<file path="src/rtl/id_ex_register_if.sv">
// ID/EX pipeline register interface.
// Carries the decoded ID-stage fields, the WB write-back port used for operand
// bypass/refresh, the EX-stage stall/flush controls, and the registered EX view.
//   master : ID/WB/hazard side (drives *_ID, *_WB, Stall_EX, Flush_EX)
//   slave  : the ID/EX register (drives *_EX and BubbleCount)
interface id_ex_register_if #(
  parameter int unsigned XLEN  = 32,
  parameter int unsigned CNT_W = 16
);
  // Hazard control
  logic             Stall_EX;
  logic             Flush_EX;
  // ID stage payload
  logic             Valid_ID;
  logic [XLEN-1:0]  PC_ID;
  logic [XLEN-1:0]  Imm_ID;
  logic [XLEN-1:0]  RD1_ID;
  logic [XLEN-1:0]  RD2_ID;
  logic [XLEN-1:0]  RD1F_ID;
  logic [XLEN-1:0]  RD2F_ID;
  logic [4:0]       Rs1_ID;
  logic [4:0]       Rs2_ID;
  logic [4:0]       Rd_ID;
  logic             RegWrite_ID;
  logic             RegWriteF_ID;
  logic             MemWrite_ID;
  logic             ResultSrc_ID;
  logic [3:0]       ALUControl_ID;
  // WB write port
  logic             RegWrite_WB;
  logic             RegWriteF_WB;
  logic [4:0]       Rd_WB;
  logic [XLEN-1:0]  Result_WB;
  // EX stage view
  logic             Valid_EX;
  logic [XLEN-1:0]  PC_EX;
  logic [XLEN-1:0]  Imm_EX;
  logic [XLEN-1:0]  RD1_EX;
  logic [XLEN-1:0]  RD2_EX;
  logic [XLEN-1:0]  RD1F_EX;
  logic [XLEN-1:0]  RD2F_EX;
  logic [4:0]       Rs1_EX;
  logic [4:0]       Rs2_EX;
  logic [4:0]       Rd_EX;
  logic             RegWrite_EX;
  logic             RegWriteF_EX;
  logic             MemWrite_EX;
  logic             ResultSrc_EX;
  logic [3:0]       ALUControl_EX;
  logic [CNT_W-1:0] BubbleCount;

  modport master (
    output Stall_EX, Flush_EX,
    output Valid_ID, PC_ID, Imm_ID, RD1_ID, RD2_ID, RD1F_ID, RD2F_ID,
    output Rs1_ID, Rs2_ID, Rd_ID, RegWrite_ID, RegWriteF_ID, MemWrite_ID,
    output ResultSrc_ID, ALUControl_ID,
    output RegWrite_WB, RegWriteF_WB, Rd_WB, Result_WB,
    input  Valid_EX, PC_EX, Imm_EX, RD1_EX, RD2_EX, RD1F_EX, RD2F_EX,
    input  Rs1_EX, Rs2_EX, Rd_EX, RegWrite_EX, RegWriteF_EX, MemWrite_EX,
    input  ResultSrc_EX, ALUControl_EX, BubbleCount
  );

  modport slave (
    input  Stall_EX, Flush_EX,
    input  Valid_ID, PC_ID, Imm_ID, RD1_ID, RD2_ID, RD1F_ID, RD2F_ID,
    input  Rs1_ID, Rs2_ID, Rd_ID, RegWrite_ID, RegWriteF_ID, MemWrite_ID,
    input  ResultSrc_ID, ALUControl_ID,
    input  RegWrite_WB, RegWriteF_WB, Rd_WB, Result_WB,
    output Valid_EX, PC_EX, Imm_EX, RD1_EX, RD2_EX, RD1F_EX, RD2F_EX,
    output Rs1_EX, Rs2_EX, Rd_EX, RegWrite_EX, RegWriteF_EX, MemWrite_EX,
    output ResultSrc_EX, ALUControl_EX, BubbleCount
  );
endinterface

</file>
<file path="src/rtl/id_ex_register.sv">
// ID/EX pipeline register.
// Captures decoded ID fields into EX with one cycle latency, inserts bubbles on
// flush (counted by a saturating counter), holds on stall, and bypasses WB
// results into the integer/float operands both on load and while held, so EX
// never sees a value the register files have not yet written.
// Ports:
//   clk   : rising-edge clock
//   rst_n : asynchronous active-low reset, clears all state
//   bus   : id_ex_register_if.slave (ID inputs, WB port, stall/flush, EX outputs)
module id_ex_register #(
  parameter int unsigned XLEN  = 32,
  parameter int unsigned CNT_W = 16
) (
  input  logic            clk,
  input  logic            rst_n,
  id_ex_register_if.slave bus
);

  localparam int unsigned REG_W = 5;
  localparam int unsigned ALU_W = 4;

  typedef struct packed {
    logic             valid;
    logic [XLEN-1:0]  pc;
    logic [XLEN-1:0]  imm;
    logic [XLEN-1:0]  rd1;
    logic [XLEN-1:0]  rd2;
    logic [XLEN-1:0]  rd1f;
    logic [XLEN-1:0]  rd2f;
    logic [REG_W-1:0] rs1;
    logic [REG_W-1:0] rs2;
    logic [REG_W-1:0] rd;
    logic             reg_write;
    logic             reg_write_f;
    logic             mem_write;
    logic             result_src;
    logic [ALU_W-1:0] alu_control;
  } ex_fields_t;

  ex_fields_t       ex_q, ex_d;
  logic [CNT_W-1:0] bubble_q, bubble_d;

  // Source addresses compared against WB: ID addresses on load, held EX
  // addresses on stall, so the same hit logic serves bypass and refresh.
  logic [REG_W-1:0] src1_c, src2_c;
  logic             int_hit1_c, int_hit2_c, flt_hit1_c, flt_hit2_c;

  always_comb begin
    src1_c = bus.Stall_EX ? ex_q.rs1 : bus.Rs1_ID;
    src2_c = bus.Stall_EX ? ex_q.rs2 : bus.Rs2_ID;
  end

  // x0 is hardwired in the integer file only; float f0 is a real register.
  always_comb begin
    int_hit1_c = bus.RegWrite_WB && (bus.Rd_WB != REG_W'(0)) && (bus.Rd_WB == src1_c);
    int_hit2_c = bus.RegWrite_WB && (bus.Rd_WB != REG_W'(0)) && (bus.Rd_WB == src2_c);
    flt_hit1_c = bus.RegWriteF_WB && (bus.Rd_WB == src1_c);
    flt_hit2_c = bus.RegWriteF_WB && (bus.Rd_WB == src2_c);
  end

  // Next-state: flush beats stall beats load.
  always_comb begin
    ex_d     = ex_q;
    bubble_d = bubble_q;
    if (bus.Flush_EX) begin
      ex_d     = '0;
      bubble_d = (&bubble_q) ? bubble_q : bubble_q + CNT_W'(1);
    end else if (bus.Stall_EX) begin
      if (int_hit1_c) ex_d.rd1  = bus.Result_WB;
      if (int_hit2_c) ex_d.rd2  = bus.Result_WB;
      if (flt_hit1_c) ex_d.rd1f = bus.Result_WB;
      if (flt_hit2_c) ex_d.rd2f = bus.Result_WB;
    end else begin
      ex_d.valid       = bus.Valid_ID;
      ex_d.pc          = bus.PC_ID;
      ex_d.imm         = bus.Imm_ID;
      ex_d.rd1         = int_hit1_c ? bus.Result_WB : bus.RD1_ID;
      ex_d.rd2         = int_hit2_c ? bus.Result_WB : bus.RD2_ID;
      ex_d.rd1f        = flt_hit1_c ? bus.Result_WB : bus.RD1F_ID;
      ex_d.rd2f        = flt_hit2_c ? bus.Result_WB : bus.RD2F_ID;
      ex_d.rs1         = bus.Rs1_ID;
      ex_d.rs2         = bus.Rs2_ID;
      ex_d.rd          = bus.Rd_ID;
      // An invalid slot must never commit architectural state.
      ex_d.reg_write   = bus.RegWrite_ID  & bus.Valid_ID;
      ex_d.reg_write_f = bus.RegWriteF_ID & bus.Valid_ID;
      ex_d.mem_write   = bus.MemWrite_ID  & bus.Valid_ID;
      ex_d.result_src  = bus.ResultSrc_ID;
      ex_d.alu_control = bus.ALUControl_ID;
    end
  end

  // State registers.
  always_ff @(posedge clk or negedge rst_n) begin
    if (!rst_n) begin
      ex_q     <= '0;
      bubble_q <= '0;
    end else begin
      ex_q     <= ex_d;
      bubble_q <= bubble_d;
    end
  end

  assign bus.Valid_EX      = ex_q.valid;
  assign bus.PC_EX         = ex_q.pc;
  assign bus.Imm_EX        = ex_q.imm;
  assign bus.RD1_EX        = ex_q.rd1;
  assign bus.RD2_EX        = ex_q.rd2;
  assign bus.RD1F_EX       = ex_q.rd1f;
  assign bus.RD2F_EX       = ex_q.rd2f;
  assign bus.Rs1_EX        = ex_q.rs1;
  assign bus.Rs2_EX        = ex_q.rs2;
  assign bus.Rd_EX         = ex_q.rd;
  assign bus.RegWrite_EX   = ex_q.reg_write;
  assign bus.RegWriteF_EX  = ex_q.reg_write_f;
  assign bus.MemWrite_EX   = ex_q.mem_write;
  assign bus.ResultSrc_EX  = ex_q.result_src;
  assign bus.ALUControl_EX = ex_q.alu_control;
  assign bus.BubbleCount   = bubble_q;

endmodule

</file>
<file path="src/flat_wrapper.sv">
// flat-port wrapper written by rule: the top's interface ports become plain ports
module id_ex_register_flat 
#(
  parameter int unsigned XLEN  = 32,
  parameter int unsigned CNT_W = 16
)
  (clk, rst_n, bus_Stall_EX, bus_Flush_EX, bus_Valid_ID, bus_PC_ID, bus_Imm_ID, bus_RD1_ID, bus_RD2_ID, bus_RD1F_ID, bus_RD2F_ID, bus_Rs1_ID, bus_Rs2_ID, bus_Rd_ID, bus_RegWrite_ID, bus_RegWriteF_ID, bus_MemWrite_ID, bus_ResultSrc_ID, bus_ALUControl_ID, bus_RegWrite_WB, bus_RegWriteF_WB, bus_Rd_WB, bus_Result_WB, bus_Valid_EX, bus_PC_EX, bus_Imm_EX, bus_RD1_EX, bus_RD2_EX, bus_RD1F_EX, bus_RD2F_EX, bus_Rs1_EX, bus_Rs2_EX, bus_Rd_EX, bus_RegWrite_EX, bus_RegWriteF_EX, bus_MemWrite_EX, bus_ResultSrc_EX, bus_ALUControl_EX, bus_BubbleCount);
  id_ex_register_if #(.XLEN(XLEN), .CNT_W(CNT_W)) bus_i ();
  input  logic clk;
  input  logic rst_n;
  input wire logic [$bits(bus_i.Stall_EX)-1:0] bus_Stall_EX;
  input wire logic [$bits(bus_i.Flush_EX)-1:0] bus_Flush_EX;
  input wire logic [$bits(bus_i.Valid_ID)-1:0] bus_Valid_ID;
  input wire logic [$bits(bus_i.PC_ID)-1:0] bus_PC_ID;
  input wire logic [$bits(bus_i.Imm_ID)-1:0] bus_Imm_ID;
  input wire logic [$bits(bus_i.RD1_ID)-1:0] bus_RD1_ID;
  input wire logic [$bits(bus_i.RD2_ID)-1:0] bus_RD2_ID;
  input wire logic [$bits(bus_i.RD1F_ID)-1:0] bus_RD1F_ID;
  input wire logic [$bits(bus_i.RD2F_ID)-1:0] bus_RD2F_ID;
  input wire logic [$bits(bus_i.Rs1_ID)-1:0] bus_Rs1_ID;
  input wire logic [$bits(bus_i.Rs2_ID)-1:0] bus_Rs2_ID;
  input wire logic [$bits(bus_i.Rd_ID)-1:0] bus_Rd_ID;
  input wire logic [$bits(bus_i.RegWrite_ID)-1:0] bus_RegWrite_ID;
  input wire logic [$bits(bus_i.RegWriteF_ID)-1:0] bus_RegWriteF_ID;
  input wire logic [$bits(bus_i.MemWrite_ID)-1:0] bus_MemWrite_ID;
  input wire logic [$bits(bus_i.ResultSrc_ID)-1:0] bus_ResultSrc_ID;
  input wire logic [$bits(bus_i.ALUControl_ID)-1:0] bus_ALUControl_ID;
  input wire logic [$bits(bus_i.RegWrite_WB)-1:0] bus_RegWrite_WB;
  input wire logic [$bits(bus_i.RegWriteF_WB)-1:0] bus_RegWriteF_WB;
  input wire logic [$bits(bus_i.Rd_WB)-1:0] bus_Rd_WB;
  input wire logic [$bits(bus_i.Result_WB)-1:0] bus_Result_WB;
  output wire logic [$bits(bus_i.Valid_EX)-1:0] bus_Valid_EX;
  output wire logic [$bits(bus_i.PC_EX)-1:0] bus_PC_EX;
  output wire logic [$bits(bus_i.Imm_EX)-1:0] bus_Imm_EX;
  output wire logic [$bits(bus_i.RD1_EX)-1:0] bus_RD1_EX;
  output wire logic [$bits(bus_i.RD2_EX)-1:0] bus_RD2_EX;
  output wire logic [$bits(bus_i.RD1F_EX)-1:0] bus_RD1F_EX;
  output wire logic [$bits(bus_i.RD2F_EX)-1:0] bus_RD2F_EX;
  output wire logic [$bits(bus_i.Rs1_EX)-1:0] bus_Rs1_EX;
  output wire logic [$bits(bus_i.Rs2_EX)-1:0] bus_Rs2_EX;
  output wire logic [$bits(bus_i.Rd_EX)-1:0] bus_Rd_EX;
  output wire logic [$bits(bus_i.RegWrite_EX)-1:0] bus_RegWrite_EX;
  output wire logic [$bits(bus_i.RegWriteF_EX)-1:0] bus_RegWriteF_EX;
  output wire logic [$bits(bus_i.MemWrite_EX)-1:0] bus_MemWrite_EX;
  output wire logic [$bits(bus_i.ResultSrc_EX)-1:0] bus_ResultSrc_EX;
  output wire logic [$bits(bus_i.ALUControl_EX)-1:0] bus_ALUControl_EX;
  output wire logic [$bits(bus_i.BubbleCount)-1:0] bus_BubbleCount;
  assign bus_i.Stall_EX = bus_Stall_EX;
  assign bus_i.Flush_EX = bus_Flush_EX;
  assign bus_i.Valid_ID = bus_Valid_ID;
  assign bus_i.PC_ID = bus_PC_ID;
  assign bus_i.Imm_ID = bus_Imm_ID;
  assign bus_i.RD1_ID = bus_RD1_ID;
  assign bus_i.RD2_ID = bus_RD2_ID;
  assign bus_i.RD1F_ID = bus_RD1F_ID;
  assign bus_i.RD2F_ID = bus_RD2F_ID;
  assign bus_i.Rs1_ID = bus_Rs1_ID;
  assign bus_i.Rs2_ID = bus_Rs2_ID;
  assign bus_i.Rd_ID = bus_Rd_ID;
  assign bus_i.RegWrite_ID = bus_RegWrite_ID;
  assign bus_i.RegWriteF_ID = bus_RegWriteF_ID;
  assign bus_i.MemWrite_ID = bus_MemWrite_ID;
  assign bus_i.ResultSrc_ID = bus_ResultSrc_ID;
  assign bus_i.ALUControl_ID = bus_ALUControl_ID;
  assign bus_i.RegWrite_WB = bus_RegWrite_WB;
  assign bus_i.RegWriteF_WB = bus_RegWriteF_WB;
  assign bus_i.Rd_WB = bus_Rd_WB;
  assign bus_i.Result_WB = bus_Result_WB;
  assign bus_Valid_EX = bus_i.Valid_EX;
  assign bus_PC_EX = bus_i.PC_EX;
  assign bus_Imm_EX = bus_i.Imm_EX;
  assign bus_RD1_EX = bus_i.RD1_EX;
  assign bus_RD2_EX = bus_i.RD2_EX;
  assign bus_RD1F_EX = bus_i.RD1F_EX;
  assign bus_RD2F_EX = bus_i.RD2F_EX;
  assign bus_Rs1_EX = bus_i.Rs1_EX;
  assign bus_Rs2_EX = bus_i.Rs2_EX;
  assign bus_Rd_EX = bus_i.Rd_EX;
  assign bus_RegWrite_EX = bus_i.RegWrite_EX;
  assign bus_RegWriteF_EX = bus_i.RegWriteF_EX;
  assign bus_MemWrite_EX = bus_i.MemWrite_EX;
  assign bus_ResultSrc_EX = bus_i.ResultSrc_EX;
  assign bus_ALUControl_EX = bus_i.ALUControl_EX;
  assign bus_BubbleCount = bus_i.BubbleCount;
  id_ex_register #(.XLEN(XLEN), .CNT_W(CNT_W)) u_core (.clk(clk), .rst_n(rst_n), .bus(bus_i));
endmodule
</file>
<file path="config.mk">
export PLATFORM = sky130hd
export DESIGN_NAME = id_ex_register_flat
export DESIGN_NICKNAME = d
export VERILOG_FILES = /design/src/rtl/id_ex_register_if.sv /design/src/rtl/id_ex_register.sv /design/src/flat_wrapper.sv
export SDC_FILE = /design/constraint.sdc
export NUM_CORES = 1
export LEC_CHECK = 0
export CAP_MARGIN = 20
export CELL_PAD_IN_SITES_DETAIL_PLACEMENT = 1
export CELL_PAD_IN_SITES_GLOBAL_PLACEMENT = 2
export CORE_MARGIN = 2
export CORE_UTILIZATION = 24
export DETAILED_ROUTE_END_ITERATION = 6
export GPL_ROUTABILITY_DRIVEN = 0
export PLACE_DENSITY = 0.82
export RECOVER_POWER = 25
export SLEW_MARGIN = 20
export SYNTH_ARGS = -nofsm -noshare
export SYNTH_HDL_FRONTEND = slang
export SYNTH_SLANG_ARGS = --single-unit
</file>
<file path="constraint.sdc">
create_clock -name clk -period 1.5 [get_ports clk]
set_input_delay 0.3 -clock clk [delete_from_list [all_inputs] [get_ports clk]]
set_output_delay 0.3 -clock clk [all_outputs]
set_load 0.005 [all_outputs]
</file>
# Word level (Yosys, flattened, before mapping)
# Cells that the tools add are included.
# W data, S select, Z words.
# word_totals
word_cells	50
output_inout_bits	232
reg_bits	232
# op_classes
n_eq_ne	7
reduce_logical	8
n_addsub	1
n_mux	14
bitwise	4
# op_table
operator	n
$mux W32	8
$mux W216	1
$mux W128	1
$mux W65	1
$mux W23	1
$add A16 B1 Y16 const B	1
$reduce_and A16 Y1	1
$ne A3 B1 Y1 const B	4
$eq A5 B5 Y1	2
$mux W5	2
$logic_and A1 B1 Y1	5
$reduce_bool A5 Y1	1
$and A1 B1 Y1	3
$ne A2 B1 Y1 const B	1
$reduce_and A2 Y1	1
$not A1 Y1	1

# Logic depth before layout (Yosys ltp)
# Gate-level depths: netlist of run 1.
# depth
ltp_word	6
depth_mapped	9
mapped_depth_nobuf	5

# Worst setup path before layout of run 1
# No wires, ideal clock.
# synth_timing
path_kind	input to register
from	input bus_Stall_EX
to	register u_core.ex_q (netlist bit u_core.bus.RD2_EX[1])
path_buffers	4
cell_stages	9
arrival_ns	1.676
slack_ns	-0.326
cell_sequence	buf_6 > buf_6 > mux2i_4 > xnor2_2 > nor3_2 > and2_1 > buf_4 > buf_6 > a211oi_2
# synth_via
elab_chain_cells	6
elab_cells_between_ends	7
cone_classes	eq/ne (2); mux (4); reduce/logical (1)
# synth_rtl
item	line_no	source
start: declaration	flat_wrapper.sv:11	input wire logic [$bits(bus_i.Stall_EX)-1:0] bus_Stall_EX;
$mux W5	id_ex_register.sv:50	src2_c = bus.Stall_EX ? ex_q.rs2 : bus.Rs2_ID;
$eq A5 B5 Y1	id_ex_register.sv:56	int_hit2_c = bus.RegWrite_WB && (bus.Rd_WB != REG_W'(0)) && (bus.Rd_WB == src2_c);
$logic_and A1 B1 Y1	id_ex_register.sv:56	
$mux W32	id_ex_register.sv:78	ex_d.rd2 = int_hit2_c ? bus.Result_WB : bus.RD2_ID;
$mux W128	id_ex_register.sv:68	end else if (bus.Stall_EX) begin
$mux W216	id_ex_register.sv:65	if (bus.Flush_EX) begin
end signal: assignment	id_ex_register.sv:96	ex_q <= '0;
end signal: assignment	id_ex_register.sv:99	ex_q <= ex_d;
end: declaration	id_ex_register.sv:40	ex_fields_t ex_q, ex_d;
# Parallel ways exist; a longest one is shown, timed or not.
# A chain may end at the register's enable or synchronous reset.

# Final worst setup path of run 1
# layout_timing
from	register u_core.ex_q (netlist bit u_core.bus.Rs1_EX[2])
to	register u_core.ex_q (netlist bit u_core.bus.RD1F_EX[13])
# layout_via
elab_chain_cells	6
elab_cells_between_ends	7
cone_classes	eq/ne (2); mux (4); reduce/logical (1)
# layout_rtl
item	line_no	source
$mux W5 *	id_ex_register.sv:49	src1_c = bus.Stall_EX ? ex_q.rs1 : bus.Rs1_ID;
$eq A5 B5 Y1 *	id_ex_register.sv:57	flt_hit1_c = bus.RegWriteF_WB && (bus.Rd_WB == src1_c);
$logic_and A1 B1 Y1 *	id_ex_register.sv:57	
$mux W32	id_ex_register.sv:79	ex_d.rd1f = flt_hit1_c ? bus.Result_WB : bus.RD1F_ID;
$mux W128	id_ex_register.sv:68	
$mux W216	id_ex_register.sv:65	
# Mark *: on every way between the ends. The rest lies on a longest branch, timed or not.

==> qor.txt, run 1 <==
CP cell instances - mux2i_4, xnor2_2, buf_4, nor3_4, buf_12, clkbuf_16, a21oi_1, a211oi_2
hold_sp - bus_Flush_EX
clock-pin slew on the worst setup and hold paths - 0.07 ns
# setup viols final - 154
DPL Wire Length - 36.4 mm
cts bufs inserted - 29
WP buf/inv - 3
H-tree depth - 1
Slew HR - 20.7%
Startpoint Class - flop
CP Class - flop to flop
synthesized net count - 1253
CTS Buffer Depth - 3
Non-Filler Cell Area, Final - 0.0218 sq mm
DR vias/cell - 4.88
Synth Register Bits - 232
Cell Rows - 80
RSZ-0062 raised after global routing - true
fin worst setup slack - -0.381 ns
Worst IR Drop VDD - 881 uV
largest net degree at the start of global routing - 130
worst stage delay on the critical path - 0.41 ns
Distinct cells, synth - 35
initial antenna violation count - 9
register area share after synthesis - 49.7%
worst-case reg-to-reg path depth - 8
io pins - 491
core area - 0.0478 sq mm
CP Max Fanout - 8
Slew @ Worst Pin - 1.19 ns
cell taking the most area after synthesis - dfrtp_1
CP required - 1.99 ns
Tot GR Track Use - 20.3%
final hold violations - 0
CTS root buf - clkbuf_16
Cell Area, Placed - 0.0181 sq mm
vias in the first global route - 11885
Routed WL - 57.8 mm
yosys warns - 0
clk sinks - 232
Setup crit end kind - flop
DRC viols - 0
first-pass GRT wire length - 77.1 mm
Worst EP arrival - 2.37 ns
initial core utilization - 24.4%
Slew Viols, Final - 0
DP Worst Slack - -0.935 ns
clock skew - 0.0144 ns
port bufs - 490
status - finished, violations left
area share of the largest cell type after synthesis - 49.7%
leakage - 11.9 nW
initial detailed-routing violation count - 442
Syn Inst Count - 993
ys flop type - dfrtp_1
CTS tree - done
Final nets - 1879
most frequent cells in the layout - clkdlybuf4s50_1 (252), dfrtp_1 (231), dlymetal6s2s_1 (184)
Top delay family on crit path - buffers and inverters
die area - 0.0504 sq mm
die width - 225 um
number of stages on the worst setup path - 8
number of flops mapped to enable cells by yosys - 0
global route overflow - 0
worst hold endpoint - u_core.bus.RD1_EX[17]
Util after Layout - 45.6%
Max-cap violations - 0
Clock Latency Late Sink - 0.57 ns
fraction of layout cells with a size suffix above 1 - 38.9%
Critical R2R Launch - u_core.bus.Rs1_EX[2]
worst min path class - primary input to flop
fill cell count - 4992
post-route ant nets - 0
Mapped Area - 0.0117 sq mm
syn_area_per_cell - 11.8 sq um
failing checks - setup timing
Period Utilization, post-route - 125%
Initial DRT Pass Iterations - 4
routed vias - 11016
Routed WL per cell - 25.6 um
Slowest-stage cell, CP - dfrtp_1
pwr dens - 926 mW/mm^2
Area growth, synth to finish - 86.8%
die extent in y - 225 um
Max Freq - 0.532 GHz
Final Critical Period - 1.88 ns
worst hold margin - 0.157 ns
Critical R2R Capture - u_core.bus.RD1F_EX[13]
Synth area leaders - dfrtp_1 (50%), a211oi_2 (9.6%), mux2_2 (9.4%)
reg2reg setup slack - -0.38 ns
Fin Setup TNS - -40.79 ns
Hold Path Depth - 3
ys async rst share - 100%
commonest non-fill, non-tap cell in the layout - clkdlybuf4s50_1
## timing repair
action / CTS / global route
pin swaps: 23 / 123
endpoints found under the setup margin: 371 / 350
cloned: 6 / 16
hold endpoints to repair: 169 / 0
hold buffers: 1 / 0
buffers inserted: 24 / 56
gates resized for setup: 254 / 367
## final cells by class
cell class	instances	area, sq um	area share [%]
Antenna cell	3	7.51	0.0344
Clock buffer	46	890	4.08
Clock inverter	7	120	0.550
Inverter	36	135	0.619
Multi-Input combinational cell	632	6360	29.1
Sequential cell	232	5810	26.6
Tap cell	615	769	3.53
Timing Repair Buffer	688	7740	35.5
## how the worst max path moves through the flow
stage	start	endpoint
finish	u_core.bus.Rs1_EX[2]	u_core.bus.RD1F_EX[13]
global route	u_core.bus.Rs1_EX[2]	u_core.bus.RD1F_EX[15]
CTS	u_core.bus.Rs2_EX[4]	u_core.bus.RD2F_EX[10]
detailed placement	bus_Rd_WB[0]	u_core.bus.RD1_EX[25]
global placement	bus_Rd_WB[0]	u_core.bus.RD1_EX[23]
floorplan	bus_Stall_EX	u_core.bus.RD2F_EX[25]
## flip-flops by register name, summed over array words and instances (netlist names), 16 cells and up
name                    cells
u_core.bus.BubbleCount     16
u_core.bus.RD1_EX          32
u_core.bus.RD2F_EX         32
u_core.bus.PC_EX           32
u_core.bus.RD2_EX          32
u_core.bus.RD1F_EX         32
u_core.bus.Imm_EX          32
## worst reg2reg max path, cell delays in order, from the launching register on
cell,delay [ns]
dfrtp_1,0.41
mux2i_4,0.21
xnor2_2,0.12
buf_4,0.16
nor3_4,0.23
buf_12,0.18
clkbuf_16,0.20
a21oi_1,0.10
a211oi_2,0.20
## routing by layer
metal  global-route usage [%]  up-vias  share of wire (%)
li1                         -     4854                  -
met1                     23.9     5584                 38
met2                     35.3      461                 51
met3                     6.69      109                8.3
met4                     5.60        8                3.0
met5                        0        -              0.086
## metrics by stage
step	total power (W)	instances
after floorplan	0.00883	993
after global placement	0.0115	2105
after detailed placement	0.0116	2105
after CTS	0.0195	2187
after global routing	0.0210	2258
final	0.0202	2259
## Yosys cell counts, drive strengths merged (10+ instances only)
cell type and n:
a211oi 128, a21oi 97, a221oi 32, buf 56, clkbuf 37, dfrtp 232, inv 36, mux2 97
mux2i 84, nor2 94, nor2b 33, nor3 11, xnor2 15, xor2 10
## cell families (layout without fill, tap and decap cells)
kind of cell / count (synthesis) / in the layout / synth area share, %
other cells: 0 / 3 / 0
fa+ha+maj: 1 / 1 / 0.107
buf+inv: 129 / 777 / 5.65
flops: 232 / 232 / 49.7
simple gates: 162 / 162 / 6.72
xor+xnor: 25 / 25 / 2.00
compound gates: 263 / 263 / 19.0
mux: 181 / 181 / 16.8
## power by group
| group | switching (W) | internal (W) |
|---|---|---|
| Sequential | 0.000315 | 0.00671 |
| Combinational | 0.00256 | 0.00309 |
| Clock | 0.00296 | 0.00456 |
No activity file was read; power rests on OpenSTA's default activity.
==> inputs of run 2 (changes only) <==
- TNS_END_PERCENT: not set -> 10
==> qor.txt, run 2 (synthesis results as in run 1) <==
worst-case reg-to-reg path depth - 9
initial antenna violation count - 3
core area - 0.0478 sq mm
Tot GR Track Use - 19.5%
Worst EP arrival - 2.36 ns
Clock Latency Late Sink - 0.56 ns
cts bufs inserted - 29
die area - 0.0504 sq mm
CTS root buf - clkbuf_16
Hold Path Depth - 3
reg2reg setup slack - -0.38 ns
fin worst setup slack - -0.384 ns
CP Max Fanout - 11
H-tree depth - 1
Comb pwr share - 24.6%
Slew @ Worst Pin - 0.873 ns
CP required - 1.97 ns
Slew Viols, Final - 0
worst hold endpoint - u_core.bus.BubbleCount[1]
DRC viols - 0
fraction of layout cells with a size suffix above 1 - 38.1%
Final nets - 1814
vias in the first global route - 11693
RSZ-0062 raised after global routing - true
initial core utilization - 24.4%
fill cell count - 5234
Pwr Total - 0.0183 W
Worst IR Drop VDD - 762 uV
Routed WL - 51.8 mm
worst hold margin - 0.130 ns
leakage - 8.56 nW
Most common cell on crit path - buf_4
clock power share - 37.1%
io pins - 491
worst min path class - primary input to flop
initial detailed-routing violation count - 416
Slew HR - 41.8%
register area - 0.00581 sq mm
worst stage delay on the critical path - 0.38 ns
first-pass GRT wire length - 74.7 mm
Final Critical Period - 1.88 ns
Max-cap violations - 0
Multi-input gate area - 0.00567 sq mm
final hold violations - 0
Cell Rows - 80
Startpoint Class - flop
port bufs - 490
Switch Pwr - 0.00524 W
CP Class - flop to flop
CP cell instances - mux2i_2, xnor2_1, buf_4, buf_4, nor3_4, buf_6, clkbuf_16, a21oi_1, a211oi_2
clock-pin slew on the worst setup and hold paths - 0.06 ns
clock skew - 0.0109 ns
clk sinks - 232
WP buf/inv - 4
failing checks - setup timing
largest net degree at the start of global routing - 115
CTS tree - done
routed vias - 10479
CTS Buffer Depth - 3
status - finished, violations left
Initial DRT Pass Iterations - 4
most frequent cells in the layout - clkdlybuf4s50_1 (253), dfrtp_1 (230), a211oi_2 (103)
pwr dens - 957 mW/mm^2
Setup crit end kind - flop
commonest non-fill, non-tap cell in the layout - clkdlybuf4s50_1
hold_sp - bus_Flush_EX
Area growth, synth to finish - 64.0%
Period Utilization, post-route - 126%
Internal Pwr Total - 0.0131 W
Routed WL per cell - 23.7 um
Final Instance Count excl. Fillers - 2187
DR vias/cell - 4.79
Critical R2R Launch - u_core.bus.Rs2_EX[4]
Max Freq - 0.531 GHz
Fin Setup TNS - -43.41 ns
Seq pwr share - 38.2%
Critical R2R Capture - u_core.bus.RD2_EX[27]
DPL Wire Length - 35.7 mm
global route overflow - 0
Slowest-stage cell, CP - dfrtp_1
Top delay family on crit path - buffers and inverters
# setup viols final - 136
Sw Ratio - 28.6%
Cells after DPL - 2105
post-route ant nets - 0
die width - 225 um
die extent in y - 225 um
-- run 2: cell count changes in the layout (fill, tap and decap cells not counted), sizes merged, moves of 3 or more --
| cell | previous run | this run |
|---|---|---|
| dlymetal6s2s | 184 | 0 |
| clkdlybuf4s15 | 0 | 77 |
| clkbuf | 73 | 114 |
| buf | 222 | 217 |
| dlygate4sd2 | 1 | 4 |
-- run 2: power by group through the flow --
stage | clock network, W | logic (W) | registers [W]
4_1_cts | 0.00700 | 0.00449 | 0.00701
3_3_place_gp | 0 | 0.00433 | 0.00707
5_1_grt | 0.00727 | 0.00485 | 0.00707
3_5_place_dp | 0 | 0.00441 | 0.00710
2_1_floorplan | 0 | 0.00161 | 0.00714
6_report | 0.00681 | 0.00452 | 0.00701
-- run 2: cell type report --
cell class / instances / share of cell area (%)
multi-input cells: 632 / 29.6
diodes: 1 / 0.0131
inverters: 36 / 0.705
well taps: 615 / 4.02
clock inverters: 5 / 0.294
repair buffers: 623 / 30.7
flip-flops and latches: 232 / 30.3
clock buffers: 43 / 4.38
-- run 2: through the flow --
step / setup WS [ns] / utilization [%] / instance area [sq um]
after floorplan: -0.308 / - / 11700
final: -0.384 / 40.0 / 19200
after CTS: -0.366 / 40.2 / 19200
after detailed placement: -0.931 / 37.5 / 17900
after global placement: -0.860 / 37.5 / 17900
after global routing: -0.498 / 40.0 / 19200
-- run 2: worst max path at each step --
stage | startpoint | cells past startpoint | to
4_1_cts | u_core.bus.Rs2_EX[4] | 9 | u_core.bus.RD2_EX[7]
3_3_place_gp | bus_Rs2_ID[3] | 7 | u_core.bus.RD2F_EX[15]
2_1_floorplan | bus_Stall_EX | 9 | u_core.bus.RD2F_EX[25]
5_1_grt | u_core.bus.Rs2_EX[4] | 9 | u_core.bus.RD2_EX[1]
6_report | u_core.bus.Rs2_EX[4] | 9 | u_core.bus.RD2_EX[27]
3_5_place_dp | bus_Rd_WB[0] | 7 | u_core.bus.RD1_EX[26]
-- run 2: metal layers --
| layer | up-vias | GRT usage [%] | wire length, um |
|---|---|---|---|
| li1 | 4698 | - | - |
| met3 | 79 | 5.97 | 4320 |
| met1 | 5279 | 23.3 | 20300 |
| met2 | 421 | 33.7 | 25700 |
| met4 | 2 | 5.38 | 1490 |
| met5 | - | 0 | 13 |
-- run 2: worst register-to-register path, cell delays in order (launching register included) --
cell       delay, ns
dfrtp_1         0.38
mux2i_2         0.21
xnor2_1         0.11
buf_4           0.16
buf_4           0.14
nor3_4          0.15
buf_6           0.17
clkbuf_16       0.18
a21oi_1         0.09
a211oi_2        0.21
-- run 2: timing repair --
item / CTS / global route
setup buffers: 20 / 5
gates resized for setup: 714 / 124
setup endpoints to repair: 365 / 230
pin swaps: 66 / 42
gates cloned: 5 / 5
endpoints found under the hold margin: 36 / 0
hold buffers: 1 / 0
